File: config.mk
export PLATFORM = sky130hd
export DESIGN_NAME = multi_datapath_flat
export DESIGN_NICKNAME = d
export VERILOG_FILES = /design/src/rtl/multi_datapath_if.sv /design/src/rtl/multi_datapath.sv /design/src/flat_wrapper.sv
export SDC_FILE = /design/constraint.sdc
export NUM_CORES = 2
export LEC_CHECK = 0
export BUFFER_PORTS_ARGS = -buffer_cell sky130_fd_sc_hd__clkbuf_2
export CAP_MARGIN = 20
export CORE_MARGIN = 5
export CORE_UTILIZATION = 25
export CTS_CLUSTER_DIAMETER = 150
export DETAILED_ROUTE_END_ITERATION = 8
export PLACE_DENSITY = 0.42
export SETUP_SLACK_MARGIN = 0.1
export SLEW_MARGIN = 20
export SYNTH_ARGS = -nofsm -noshare
export SYNTH_HDL_FRONTEND = slang
export SYNTH_SLANG_ARGS = --single-unit
File: constraint.sdc
create_clock -name clk -period 38 [get_ports clk]
set_input_delay 0 -clock clk [delete_from_list [all_inputs] [get_ports clk]]
set_output_delay 0 -clock clk [all_outputs]
set_load 0.02 [all_outputs]
File: src/rtl/multi_datapath_if.sv
// rtl/multi_datapath_if.sv - memory-side bus between the multi-cycle datapath and its memory
interface multi_datapath_if #(
  parameter int XLEN = 32
);
  logic [XLEN-1:0] mem_addr;
  logic [XLEN-1:0] mem_wdata;
  logic [XLEN-1:0] mem_rdata;

  modport master (
    output mem_addr,
    output mem_wdata,
    input  mem_rdata
  );

  modport slave (
    input  mem_addr,
    input  mem_wdata,
    output mem_rdata
  );
endinterface

File: src/rtl/multi_datapath.sv
// rtl/multi_datapath.sv - multi-cycle MIPS-style datapath: PC, IR, MDR, A/B, ALUOut and register file
module multi_datapath #(
  parameter int XLEN = 32,
  parameter int NREG = 32
) (
  input  logic             clk,
  input  logic             reset,
  input  logic             i_or_d,
  input  logic             ireg_enab,
  input  logic [1:0]       pc_src,
  input  logic             pc_write,
  input  logic             branch,
  input  logic             mem_to_reg,
  input  logic             reg_dst,
  input  logic             reg_write,
  input  logic             alu_srcA,
  input  logic [1:0]       alu_srcB,
  input  logic [1:0]       alu_op,
  multi_datapath_if.master mem,
  output logic [5:0]       op,
  output logic [XLEN-1:0]  pc_out
);

  logic [XLEN-1:0] pc;
  logic [XLEN-1:0] ir;
  logic [XLEN-1:0] mdr;
  logic [XLEN-1:0] a_reg;
  logic [XLEN-1:0] b_reg;
  logic [XLEN-1:0] alu_out;
  logic [XLEN-1:0] rf [NREG];

  logic [4:0]      rs;
  logic [4:0]      rt;
  logic [4:0]      rd;
  logic [4:0]      wb_addr;
  logic [XLEN-1:0] rs_data;
  logic [XLEN-1:0] rt_data;
  logic [XLEN-1:0] wb_data;
  logic [XLEN-1:0] imm_sext;
  logic [XLEN-1:0] alu_a;
  logic [XLEN-1:0] alu_b;
  logic [XLEN-1:0] alu_sum;
  logic [XLEN-1:0] alu_diff;
  logic            alu_lt;
  logic [XLEN-1:0] alu_result;
  logic [XLEN-1:0] pc_next;
  logic            zero;
  logic            pc_en;

  assign rs       = ir[25:21];
  assign rt       = ir[20:16];
  assign rd       = ir[15:11];
  assign imm_sext = {{(XLEN-16){ir[15]}}, ir[15:0]};

  // Register 0 and any index beyond NREG read as zero; reads see pre-write contents.
  assign rs_data = (rs == 5'd0 || int'(rs) >= NREG) ? '0 : rf[rs];
  assign rt_data = (rt == 5'd0 || int'(rt) >= NREG) ? '0 : rf[rt];

  assign wb_addr = reg_dst ? rd : rt;
  assign wb_data = mem_to_reg ? mdr : alu_out;

  always_comb begin
    alu_a = alu_srcA ? a_reg : pc;
    case (alu_srcB)
      2'b00:   alu_b = b_reg;
      2'b01:   alu_b = XLEN'(4);
      2'b10:   alu_b = imm_sext;
      2'b11:   alu_b = {imm_sext[XLEN-3:0], 2'b00};
      default: alu_b = b_reg;
    endcase
  end

  assign alu_sum  = alu_a + alu_b;
  assign alu_diff = alu_a - alu_b;
  assign alu_lt   = $signed(alu_a) < $signed(alu_b);

  always_comb begin
    alu_result = '0;
    case (alu_op)
      2'b00: alu_result = alu_sum;
      2'b01: alu_result = alu_diff;
      2'b10: begin
        case (ir[5:0])
          6'h20:   alu_result = alu_sum;
          6'h22:   alu_result = alu_diff;
          6'h24:   alu_result = alu_a & alu_b;
          6'h25:   alu_result = alu_a | alu_b;
          6'h2A:   alu_result[0] = alu_lt;
          default: alu_result = '0;
        endcase
      end
      default: alu_result = '0;
    endcase
  end

  assign zero = (alu_result == '0);

  always_comb begin
    case (pc_src)
      2'b00:   pc_next = alu_result;
      2'b01:   pc_next = alu_out;
      2'b10:   pc_next = {pc[XLEN-1:28], ir[25:0], 2'b00};
      default: pc_next = pc;
    endcase
  end

  assign pc_en = pc_write | (branch & zero);

  always_ff @(posedge clk or posedge reset) begin
    if (reset) begin
      pc      <= '0;
      ir      <= '0;
      mdr     <= '0;
      a_reg   <= '0;
      b_reg   <= '0;
      alu_out <= '0;
      for (int i = 0; i < NREG; i++) begin
        rf[i] <= '0;
      end
    end else begin
      if (ireg_enab) begin
        ir <= mem.mem_rdata;
      end
      mdr     <= mem.mem_rdata;
      a_reg   <= rs_data;
      b_reg   <= rt_data;
      alu_out <= alu_result;
      if (pc_en) begin
        pc <= pc_next;
      end
      // Writes to register 0 are dropped so it stays hard-wired to zero.
      if (reg_write && wb_addr != 5'd0 && int'(wb_addr) < NREG) begin
        rf[wb_addr] <= wb_data;
      end
    end
  end

  assign mem.mem_addr  = i_or_d ? alu_out : pc;
  assign mem.mem_wdata = b_reg;
  assign op            = ir[31:26];
  assign pc_out        = pc;

endmodule

File: src/flat_wrapper.sv
// flat-port wrapper written by rule: the top's interface ports become plain ports
module multi_datapath_flat 
#(
  parameter int XLEN = 32,
  parameter int NREG = 32
)
  (clk, reset, i_or_d, ireg_enab, pc_src, pc_write, branch, mem_to_reg, reg_dst, reg_write, alu_srcA, alu_srcB, alu_op, op, pc_out, mem_mem_addr, mem_mem_wdata, mem_mem_rdata);
  multi_datapath_if #(.XLEN(XLEN)) mem_i ();
  input  logic clk;
  input  logic reset;
  input  logic i_or_d;
  input  logic ireg_enab;
  input  logic [1:0] pc_src;
  input  logic pc_write;
  input  logic branch;
  input  logic mem_to_reg;
  input  logic reg_dst;
  input  logic reg_write;
  input  logic alu_srcA;
  input  logic [1:0] alu_srcB;
  input  logic [1:0] alu_op;
  output logic [5:0] op;
  output logic [XLEN-1:0] pc_out;
  output wire logic [$bits(mem_i.mem_addr)-1:0] mem_mem_addr;
  output wire logic [$bits(mem_i.mem_wdata)-1:0] mem_mem_wdata;
  input wire logic [$bits(mem_i.mem_rdata)-1:0] mem_mem_rdata;
  assign mem_mem_addr = mem_i.mem_addr;
  assign mem_mem_wdata = mem_i.mem_wdata;
  assign mem_i.mem_rdata = mem_mem_rdata;
  multi_datapath #(.XLEN(XLEN), .NREG(NREG)) u_core (.clk(clk), .reset(reset), .i_or_d(i_or_d), .ireg_enab(ireg_enab), .pc_src(pc_src), .pc_write(pc_write), .branch(branch), .mem_to_reg(mem_to_reg), .reg_dst(reg_dst), .reg_write(reg_write), .alu_srcA(alu_srcA), .alu_srcB(alu_srcB), .alu_op(alu_op), .mem(mem_i), .op(op), .pc_out(pc_out));
endmodule
==> results.txt <==
----------------------------------------------------
[Layout]
  Number of flip-flops in the largest register ... 1024
  Fraction of the core area covered by cells at the end of the flow ... 28.9%
  Most frequent cells in the layout ... 1205 x sky130_fd_sc_hd__dfrtp_1, 981 x sky130_fd_sc_hd__nor2_1, 892 x sky130_fd_sc_hd__a21oi_1
  Synthesis-to-layout area growth ... 15.3%
  Fraction of final layout cells sized beyond drive strength 1 ... 24.3%
  Final-stage net count ... 5854
  Most flops, register ... u_core.rf
  Count of fill cells added during filler insertion ... 27000
  Commonest non-fill, non-tap cell in the layout ... sky130_fd_sc_hd__dfrtp_1
  Total area of multi-input combinational cells ... 32900 sq um
  Area taken by flip-flops and latches ... 30500 sq um

[Timing]
  Max transition margin ... 24.5%
  Final worst-path cycle share ... 15.9%
  Max-slew violation count ... 0
  Final Hold Violating Endpoints ... 0
  Worst-Margin Slew ... 1.13 ns
  Unrepaired setup endpoints after global routing ... false
  Setup TNS ... 0 ns
  Tmin final ... 6.04 ns
  F_max ... 0.166 GHz
  Setup skew after layout ... 0.0281 ns
  Fin Hold WS ... 0.0678 ns
  Setup violation total in the final timing report ... 0

[Synth]
  Yosys warnings ... 0
  Post-synth top flop ... sky130_fd_sc_hd__dfrtp_1
  Distinct cell type count after synthesis ... 94
  EDFF count, synth ... 0
  Share of async-settable or async-resettable flops after synthesis ... 100%
  Net count of the mapped netlist ... 5936
  Post-Synthesis Cells ... 5781
  Post-synth top area cell ... sky130_fd_sc_hd__dfrtp_1
  Portion of synthesized cell area occupied by the leading cell type ... 46.4%
  Sequential share of the synthesized area ... 46.4%
  Post-synthesis cell area ... 65600 sq um
  Area contributors post-synth ... sky130_fd_sc_hd__dfrtp_1 46%, sky130_fd_sc_hd__mux4_2 22%, sky130_fd_sc_hd__a21oi_1 6.8%, sky130_fd_sc_hd__nor2_1 5.8%, sky130_fd_sc_hd__clkbuf_1 2.7%
  Average cell area after synthesis ... 11.3 sq um
  Number of register bits inferred by synthesis ... 1216

[CTS]
  Quantity of gates resized following cts ... 0
  H-tree levels ... 4
  Clock root buffer ... sky130_fd_sc_hd__clkbuf_16
  Setup Fix Bufs, Post-CTS ... 0
  Clock tree from TritonCTS ... done
  CTS clock-pin slew for the worst setup and hold paths ... 0.06 ns
  Number of sinks driven by the clock tree ... 1216
  Clock Tree Buf Depth ... 3
  Quantity of hold-fixing buffers added after cts ... 75
  Later-pin clock latency in the skew report ... 0.79 ns
  TritonCTS Buffers ... 137

[GRT]
  Antenna violations before repair ... 9
  Via count of the first global-routing pass ... 48300
  Maximum number of pins on one net before global-route repair ... 168
  First-pass GRT wire length ... 358000 um
  Remaining Overflow, GRT ... 0
  Global-route usage over all layers ... 17.8%

[Power]
  Maximum resistive drop on vdd ... 0.0344 mV
  Power Density ... 79.9 nW/um^2
  Sum of internal, switching and leakage power ... 6.04 mW
  Static leakage ... 30.8 nW

[Floorplan]
  Die extent in x ... 522 um
  Die Footprint ... 273000 sq um
  Starting density of the core ... 25.0%
  I/O pin total ... 150
  Core Region ... 262000 sq um
  Die outline height ... 522 um
  Cell Rows ... 188

[Routing]
  Wire length per cell after detailed routing ... 26.4 um
  Detailed Route Iter0 Violations ... 3948
  Vias per inst ... 5.14
  Vias post-DR ... 47900
  DRC Markers ... 0
  Antenna Violating Nets Remaining ... 0
  Sum of routed wire length over all layers ... 246000 um
  Detailed-routing iteration count for the pre-antenna-repair pass ... 6

[Job]
  Max Cap Violations ... 0

[Critical path]
  Sort of element at the end of the critical path ... flip-flop
  Kind of critical path ... flip-flop to flip-flop
  Startpoint Class ... flip-flop
  Maximum net fanout on the critical path ... 28
  Reg-to-reg startpoint ... u_core.ir[0]$_DFFE_PP0P_
  WP data required ... 38.66 ns
  Worst-case register-to-register setup slack ... 31.96 ns
  Capturing point of the worst reg2reg path ... u_core.pc_out[22]$_DFFE_PP0P_
  Arr. time, crit path ... 6.70 ns
  R2r worst-path depth ... 16
  Worst setup path startpoint ... u_core.ir[0]$_DFFE_PP0P_

[Placed design]
  Final weighted congestion of routability-driven global placement ... 0.931
  Dpl hpwl ... 151000 um
  IO Port Bufs ... 149

[Min path]
  WHS Endpoint ... u_core.alu_out[0]$_DFF_PP0_
  Worst hold start ... alu_op[1]
  Instance count along the most critical hold path ... 5
  Type of the tightest min-delay check ... input pin to flip-flop

[Run status]
  Run status ... finished, final reports clean

----------------------------------------------------
==> logic make-up (layout without fill, tap and decap cells) <==
family,Yosys count,in the layout,share of synthesized area (%)
muxes,893,893,26.2
other,0,1,0
DFF,1216,1216,46.4
adders and majority gates,107,107,2.06
xor gates and xnor gates,12,12,0.160
buffers and inverters,693,715,4.14
AOI/OAI and AO/OA,1403,1403,12.0
and+or+nand+nor,1457,1457,9.03
==> routing by layer <==
layer / GRT usage, % / routed length (um) / up-vias
li1: - / - / 20900
met1: 24.7 / 109000 / 25000
met2: 29.3 / 117000 / 1592
met3: 2.37 / 13500 / 306
met4: 4.56 / 5920 / 2
met5: 0 / 13 / -
==> synthesized netlist by cell type (14+ instances only) <==
cell type,instances
sky130_fd_sc_hd__mux2_2,116
sky130_fd_sc_hd__o21ai_0,241
sky130_fd_sc_hd__a21o_1,23
sky130_fd_sc_hd__buf_2,21
sky130_fd_sc_hd__a22o_1,14
sky130_fd_sc_hd__a21oi_1,892
sky130_fd_sc_hd__nor3_1,22
sky130_fd_sc_hd__ha_1,105
sky130_fd_sc_hd__inv_1,107
sky130_fd_sc_hd__nor4_1,16
sky130_fd_sc_hd__nor2_1,1007
sky130_fd_sc_hd__mux2_4,18
sky130_fd_sc_hd__mux2i_1,118
sky130_fd_sc_hd__a22oi_1,15
sky130_fd_sc_hd__buf_1,81
sky130_fd_sc_hd__a221oi_1,25
sky130_fd_sc_hd__a211oi_1,17
sky130_fd_sc_hd__clkbuf_1,463
sky130_fd_sc_hd__nand3_1,29
sky130_fd_sc_hd__mux4_2,640
sky130_fd_sc_hd__nand4_1,18
sky130_fd_sc_hd__dfrtp_1,1216
sky130_fd_sc_hd__nand2_1,284
sky130_fd_sc_hd__o31ai_1,27
sky130_fd_sc_hd__o211ai_1,25
==> area by class of cell <==
class,count,share of cell area (%)
well taps,3515,5.82
diodes,1,0.00331
clock buffers,185,5.27
clock inverters,58,0.897
inverters,113,0.571
flip-flops and latches,1216,40.3
repair buffers,359,3.61
multi-input cells,3872,43.5
==> stage by stage <==
stage / setup slack (ns) / area (sq um) / cells
2_1_floorplan: 3.74 / 65600 / 5781
3_3_place_gp: 32.07 / 70000 / 8992
3_5_place_dp: 32.00 / 70000 / 8995
4_1_cts: 31.99 / 75500 / 9313
5_1_grt: 31.72 / 75600 / 9319
6_report: 31.96 / 75600 / 9319
==> report_power, final <==
group          internal (mW)  switching, mW
clock network          0.814          0.582
logic                   1.10           1.19
registers               1.86          0.494
==> worst max-delay path, cell delays in order (launching register included) <==
cell and delay, ns:
sky130_fd_sc_hd__dfrtp_2 0.59, sky130_fd_sc_hd__mux2i_1 0.14, sky130_fd_sc_hd__nor2_1 0.21, sky130_fd_sc_hd__ha_1 0.26
sky130_fd_sc_hd__inv_1 0.08, sky130_fd_sc_hd__fa_1 0.48, sky130_fd_sc_hd__nor2b_1 0.23, sky130_fd_sc_hd__o211ai_2 0.12
sky130_fd_sc_hd__a211oi_1 0.78, sky130_fd_sc_hd__nor3_2 0.19, sky130_fd_sc_hd__mux2_1 0.37, sky130_fd_sc_hd__nor3_2 0.27
sky130_fd_sc_hd__o2111ai_1 0.17, sky130_fd_sc_hd__nor4b_2 0.36, sky130_fd_sc_hd__and4_1 0.33, sky130_fd_sc_hd__a22o_2 0.89
sky130_fd_sc_hd__mux2_2 0.42
==> how the worst max path moves through the flow <==
stage	to	depth (start not counted)
finish	u_core.pc_out[22]$_DFFE_PP0P_	16
global route	u_core.pc_out[18]$_DFFE_PP0P_	16
CTS	u_core.pc_out[22]$_DFFE_PP0P_	16
detailed placement	u_core.pc_out[19]$_DFFE_PP0P_	16
global placement	u_core.pc_out[20]$_DFFE_PP0P_	16
floorplan	u_core.a_reg[0]$_DFF_PP0_	1
(Power assumes the default switching activity.)
